`src/rtl/gray_ptr_monitor.sv`:
```
// Gray pointer monitor: synchronizes a remote Gray pointer, converts it
// to binary and derives registered occupancy, status flags and a sticky error.
module gray_ptr_monitor #(
    parameter int width        = 10,
    parameter int SYNC_STAGES  = 2,
    parameter int MODE         = 0,
    parameter int ALMOST_FULL  = (1 << (width - 1)) - 4,
    parameter int ALMOST_EMPTY = 4
) (
    input  logic             CLK,
    input  logic             nRST,
    input  logic [width-1:0] remoteGray,
    input  logic [width-1:0] localBin,
    output logic [width-1:0] syncBin,
    output logic [width-1:0] count,
    output logic             empty,
    output logic             full,
    output logic             almostEmpty,
    output logic             almostFull,
    output logic             error,
    input  logic             clearError__ENA,
    output logic             clearError__RDY,
    output logic             readCount__RDY
);

    localparam logic [width-1:0] DEPTH = width'(1 << (width - 1));
    localparam logic [width-1:0] AF_TH = width'(ALMOST_FULL);
    localparam logic [width-1:0] AE_TH = width'(ALMOST_EMPTY);

    logic [width-1:0] sg_q [SYNC_STAGES];
    logic [width-1:0] gs;
    logic [width-1:0] gsPrev_q;
    logic [width-1:0] syncBin_q, syncBin_d;
    logic [width-1:0] count_q, count_d;
    logic [width-1:0] diff;
    logic [width-1:0] delta;
    logic             empty_q, empty_d;
    logic             full_q, full_d;
    logic             aempty_q, aempty_d;
    logic             afull_q, afull_d;
    logic             error_q, error_d;
    logic             grayBad;
    logic             overrun;

    assign gs = sg_q[SYNC_STAGES-1];

    // Metastability chain for the asynchronous remote pointer
    always_ff @(posedge CLK or negedge nRST) begin
        if (!nRST) begin
            sg_q <= '{default: '0};
        end else begin
            sg_q[0] <= remoteGray;
            for (int i = 1; i < SYNC_STAGES; i++) begin
                sg_q[i] <= sg_q[i-1];
            end
        end
    end

    // Gray to binary: bit i is the XOR of all Gray bits at or above i
    always_comb begin
        syncBin_d = '0;
        for (int i = 0; i < width; i++) begin
            syncBin_d[i] = ^(gs >> i);
        end
    end

    // Occupancy, saturation and error set/clear decisions
    always_comb begin
        if (MODE == 1) begin
            diff = localBin - syncBin_q;
        end else begin
            diff = syncBin_q - localBin;
        end
        overrun  = (diff > DEPTH);
        count_d  = overrun ? DEPTH : diff;
        empty_d  = (count_d == '0);
        full_d   = (count_d == DEPTH);
        afull_d  = (count_d >= AF_TH);
        aempty_d = (count_d <= AE_TH);
        // More than one bit changed between consecutive Gray samples
        delta    = gs ^ gsPrev_q;
        grayBad  = ((delta & (delta - 1'b1)) != '0);
        if (grayBad || overrun) begin
            error_d = 1'b1;
        end else if (clearError__ENA) begin
            error_d = 1'b0;
        end else begin
            error_d = error_q;
        end
    end

    // Status registers; reset leaves the pointers looking empty
    always_ff @(posedge CLK or negedge nRST) begin
        if (!nRST) begin
            gsPrev_q  <= '0;
            syncBin_q <= '0;
            count_q   <= '0;
            empty_q   <= 1'b1;
            full_q    <= 1'b0;
            aempty_q  <= 1'b1;
            afull_q   <= 1'b0;
            error_q   <= 1'b0;
        end else begin
            gsPrev_q  <= gs;
            syncBin_q <= syncBin_d;
            count_q   <= count_d;
            empty_q   <= empty_d;
            full_q    <= full_d;
            aempty_q  <= aempty_d;
            afull_q   <= afull_d;
            error_q   <= error_d;
        end
    end

    assign syncBin         = syncBin_q;
    assign count           = count_q;
    assign empty           = empty_q;
    assign full            = full_q;
    assign almostEmpty     = aempty_q;
    assign almostFull      = afull_q;
    assign error           = error_q;
    assign clearError__RDY = 1'b1;
    assign readCount__RDY  = ~error_q;

endmodule

```
`config.mk`:
```
export PLATFORM = sky130hd
export DESIGN_NAME = gray_ptr_monitor
export DESIGN_NICKNAME = d
export VERILOG_FILES = /design/src/rtl/gray_ptr_monitor.sv
export SDC_FILE = /design/constraint.sdc
export NUM_CORES = 1
export LEC_CHECK = 0
export ABC_AREA = 0
export BUFFER_PORTS_ARGS = -buffer_cell sky130_fd_sc_hd__buf_2
export CORE_ASPECT_RATIO = 2
export CORE_UTILIZATION = 48
export CTS_CLUSTER_DIAMETER = 200
export DETAILED_ROUTE_END_ITERATION = 6
export GPL_ROUTABILITY_DRIVEN = 0
export GPL_TIMING_DRIVEN = 0
export PLACE_DENSITY_LB_ADDON = 0.05
export RECOVER_POWER = 50
export SLEW_MARGIN = 20
export SYNTH_ARGS = -nofsm -noshare
export SYNTH_HDL_FRONTEND = slang
export SYNTH_SLANG_ARGS = --single-unit
```
`constraint.sdc`:
```
create_clock -name CLK -period 2.8 [get_ports CLK]
set_input_delay 0.42 -clock CLK [delete_from_list [all_inputs] [get_ports CLK]]
set_output_delay 0.42 -clock CLK [all_outputs]
set_load 0.02 [all_outputs]
```
[Yosys cells after proc, flatten, opt, wreduce, memory -nomap -nowiden]
Index checks and enable logic that the tools add are counted.
Word-level totals
  register bits: 55
  logic and storage cells: 36
  output and inout bits: 27
Cells by class
  order comparisons: 3
  bitwise gates (word level): 3
  multiplexer cells: 3
  add/subtract/negate cells: 2
  reduce and logical (&&, ||, !) cells: 14
  equal/unequal tests: 1
Operators with widths (count)
  XOR reduction 10 bit: 10
  bitwise AND 10 bit: 1
  == test 10 bit (second input constant): 1
  >= comparator 10 x 9 -> 1 bit (second input constant): 1
  greater-than comparator 10 bit (second input constant): 1
  <= comparator 10 x 3 -> 1 bit (second input constant): 1
  logical NOT 10 bit: 1
  2-to-1 mux 10 bit: 1
  nonzero test 10 bit: 1
  subtractor 10 x 1 -> 10 bit (second input constant): 1
  subtractor 10 bit: 1
  XOR 10 bit: 1
  2-to-1 mux 1 bit: 2
  nonzero test 2 bit: 1
  logical OR 1 bit: 1
  inverter 1 bit: 1

[Logic depth before layout (Yosys ltp)]
  depth after elaboration: 6
  depth in mapped cells: 11
  depth with buffers taken out: 11

[Worst setup path after synthesis]
No wires, ideal clock.
  path type: register -> register
  from: reg syncBin_q[0], in the netlist syncBin[0]
  to: reg error_q, in the netlist error
  library setup time: 0.129 ns
  arrival time: 2.601 ns
  path slack: 0.070 ns
  clock period less this slack: 2.730 ns
  stages on the path, launching flop included: 12
  cell sequence: dfrtp_1 > inv_1 > ha_1 > inv_1 > fa_1 > a21o_1 > a211oi_1 > a21oi_1 > a211oi_1 > nand2_1 > nand4bb_1 > a2111o_1
Between the ends
  longest elaborated chain between the ends: 4
  elaborated cells between the ends (all ways): 5
  those cells by class: add/sub: 1; order compare: 1; mux: 1; reduce/logical: 2
RTL lines
  from (decl): line 33  | logic [width-1:0] syncBin_q, syncBin_d;
  from (signal assigned): line 105  | syncBin_q <= syncBin_d;
  subtractor 10 bit *: line 72  | diff = syncBin_q - localBin;
  greater-than comparator 10 bit *: line 74  | overrun = (diff > DEPTH);
  logical OR 1 bit *: line 83  | if (grayBad || overrun) begin
  2-to-1 mux 1 bit / nonzero test 2 bit (equally long branches)
  to (signal assigned): line 111  | error_q <= error_d;
  to (decl): line 41  | logic error_q, error_d;
Mark *: on every way between the ends. The rest lies on a longest branch, timed or not.
A chain may end at the register's enable or synchronous reset.

[Worst setup path in the final report]
Ends and elaborated chain as after synthesis.

==> metrics.md <==
| Metric | Value |
|---|---|
| CTS tree | done |
| Cts hold-fix bufs | 0 |
| WHS | 228 ps |
| Antenna-violating nets left | 0 |
| Non-filler cells, final | approximately 300 |
| Global-route wire length before repair | 6380 µm |
| Final Max Tran Viols | 0 |
| Clk_lat worst skew | approximately 300 ps |
| Vias in the first global route | roughly 1,600 |
| Worst Hold Endpoint | sg_q[13]$_DFF_PN0_ |
| Worst path bufs/invs | 2 |
| WP data required | roughly 3000 ps |
| Crit Path Category | reg -> reg |
| Final routed DRC violation total | 0 |
| Area of the multi-input gates | about 850 µm² |
| Hold Startpoint | remoteGray[3] |
| Sequential cell area | between 0.001 and 0.0015 mm² |
| Crit start category | flop |
| CP top delay family | compound AO/OA/AOI/OAI gates |
| Cells after DPL | between 200 and 300 |
| Slew HR | 0.154 |
| Final #Nets | around 270 |
| GRT overflow | 0 |
| Min-delay worst type | in -> reg |
| Tot GR Track Use | 0.174 |
| Synth cell types | 42 |
| Worst-path clk slew | 100 ps |
| Post-synth EDFFs | 0 |
| Worst-path maximum fanout | 5 |
| Final Hold Viols | 0 |
| Final setup vio count | 0 |
| Max-Cap Viols | 0 |
| #FFs+latches synth | 54 |
| Antenna diodes | 0 |
| Max IR drop VDD | a little under 0.0005 V |
| Routed vias/inst | around 5 |
| Cell with the most instances on the worst path | inv_1 |
| DIE AREA | ~0.0050 mm² |
| Root Driver | clkbuf_8 |
| Vias | about 1,500 |
| Leakage | between 0.001 and 0.0015 µW |
| Clock Path Buffers | 2 |
| Wire length per cell | roughly 13 µm |
| Port Buffers | 48 |
| Syn nets | roughly 220 |
| HPWL Detailed | 3000 µm |
| Critical path's largest stage delay | approximately 440 ps |
| Die Ht | roughly 100 µm |
| Largest net degree at the start of global routing | 55 |
| R2R Path End | error$_DFFE_PN0P_ |
| Status | completed |
| R2R depth | 11 |
| Io pins | 50 |
| Worst path cell trace | inv_1 > ha_1 > inv_1 > fa_1 > a211oi_2 > nor2_2 > a41oi_2 > xor2_1 > nand2_1 > nand4bb_1 > a2111o_1 |
| Data arrival time of the worst path | roughly 3000 ps |
| Final wirelength | 3860 µm |
| Final min period | 2770 ps |
| Power per Cell Area | 848 mW/mm² |
| Synth Flop Type | dfrtp_1 |
| Initial DRT Pass Iterations | 4 |
| 1st-iter DRT viols | 17 |
| Cell count after synthesis | 184 |
| Clock sink count | 54 |
| Area post-placement | about 0.0026 mm² |
| Synthesized cell area | roughly 0.0023 mm² |
| Unrepaired setup endpoints after global routing | yes |
| CP endpoint kind | flop |
| Die X | between 50 and 60 µm |
| Mapped Avg Cell Area | around 12 µm² |
| H-tree levels | 2 |
| Fin crit share | 0.989 |
| R2R setup slack | ~31 ps |
| CTS buffer count | 5 |
| Asr flop ratio synth | 1.00 |
| Layout Area Growth over Synthesis | 20.4% |
| Fin area | roughly 0.0027 mm² |
| Worst hold path depth | 1 |
| Layout cells sized above 1 | 0.298 |
| Seq/Total Area, Yosys | 0.600 |
| CORE AREA | roughly 0.0046 mm² |
| # rows | 35 |
| Worst slew pin tran | roughly 1300 ps |
| Initial Util | 0.495 |
| Clk_skew | about 9.0 ps |
| CP max-delay cell | a2111o_1 |
| Critical R2R Launch | syncBin[0]$_DFF_PN0_ |
| Initial antenna violation count | 0 |
| Highest clock rate | 361 MHz |
| Synth warnings | 0 |
| FILL cells | slightly above 400 |
timing repair:
item	in CTS	in global routing
pin swaps	1	3
endpoints found under the setup margin	6	10
setup buffers	1	1
resized for setup	4	4
gates cloned	0	0
sequential cells by signal, summed over array words and instances (netlist names):
register and count:
empty 1, count 10, syncBin 9, sg_q 10
gsPrev_q 10, almostEmpty 1, full 1, almostFull 1
error 1, gs 10
worst max path at each step:
stage                                    start                 to  cells after the start  slack [ps]
after floorplan           syncBin[0]$_DFF_PN0_  error$_DFFE_PN0P_                     11          70
after global placement             localBin[0]  error$_DFFE_PN0P_                     11        -200
after detailed placement           localBin[1]  error$_DFFE_PN0P_                     10        -230
after CTS                 syncBin[0]$_DFF_PN0_  error$_DFFE_PN0P_                     11         -30
after global routing      syncBin[0]$_DFF_PN0_  error$_DFFE_PN0P_                     11         -70
final                     syncBin[0]$_DFF_PN0_  error$_DFFE_PN0P_                     11          30
metrics by stage:
stage | TNS [ps] | worst slack [ps] | util | total power (µW)
floorplan | 0 | 70.5 | - | 1570
global placement | -1190 | -201 | 0.563 | 1800
detailed placement | -1680 | -234 | 0.563 | 1830
CTS | -32.3 | -32.3 | 0.590 | 2310
global route | -66.2 | -66.2 | 0.596 | 2450
finish | 0 | 30.9 | 0.596 | 2300
synthesized netlist by cell type (2+ instances only):
cell | n | area (µm²)
a211oi_1 | 3 | 22.5
a21oi_1 | 9 | 45.0
buf_4 | 2 | 15.0
dfrtp_1 | 52 | 1300
dfstp_2 | 2 | 52.6
ha_1 | 9 | 113
inv_1 | 17 | 63.8
maj3_1 | 2 | 20.0
nand2_1 | 5 | 18.8
nand2b_1 | 3 | 18.8
nand3_1 | 2 | 10.0
nor2_1 | 14 | 52.6
nor2b_1 | 3 | 18.8
nor3_1 | 2 | 10.0
o21a_1 | 2 | 15.0
o21ai_0 | 6 | 30.0
o31a_1 | 2 | 17.5
xnor2_1 | 16 | 140
xor2_1 | 10 | 87.6
report_power, final:
part	total (µW)	switching, µW	internal [µW]
logic	900	550	350
clock network	438	233	205
registers	964	54.7	909
total	2300	838	1460
cells in the final DEF (no fill, tap or decap), types with 2 or more instances in the layout:
| cell | Yosys | final |
|---|---|---|
| dfrtp_1 | 52 | 52 |
| o31a_1 | 2 | 2 |
| buf_4 | 2 | 5 |
| nor3_1 | 2 | 2 |
| xor2_1 | 10 | 10 |
| maj3_1 | 2 | 2 |
| inv_1 | 17 | 17 |
| clkbuf_1 | 1 | 2 |
| xnor2_2 | 1 | 2 |
| nand2b_1 | 3 | 3 |
| dfstp_2 | 2 | 2 |
| ha_1 | 9 | 9 |
| a21oi_1 | 9 | 9 |
| xnor2_1 | 16 | 15 |
| nor2_1 | 14 | 13 |
| a211oi_2 | 0 | 3 |
| buf_2 | 1 | 47 |
| clkbuf_8 | 0 | 6 |
| o21a_1 | 2 | 2 |
| nand3_1 | 2 | 2 |
| nor2b_1 | 3 | 3 |
| o21ai_0 | 6 | 6 |
| nand2_1 | 5 | 5 |
cells by family after synthesis:
logic type               Yosys count  synth area share
flip-flops                        54             0.600
AND/OR/NAND/NOR                   36            0.0810
AO/OA/AOI/OAI                     32            0.0949
XOR/XNOR                          28             0.115
buffers and inverters             21            0.0388
adder cells (fa/ha/maj)           12            0.0677
other                              1           0.00166
per-layer routing:
layer,GRT usage,vias to the layer above,part of all wire
met5,0,-,0
li1,-,719,-
met1,0.140,719,0.32
met3,0.0386,5,0.035
met2,0.357,35,0.63
met4,0.0833,0,0.015
final cells by class:
type / count / share of cell area
tap: 55 / 0.0254
buffer: 4 / 0.00968
clock buffer: 7 / 0.0318
multi-input combinational: 109 / 0.314
timing repair buffer: 50 / 0.0941
sequential: 54 / 0.499
clock inverter: 1 / 0.00323
inverter: 17 / 0.0235
Note: power is estimated with default switching activity, not from simulation.
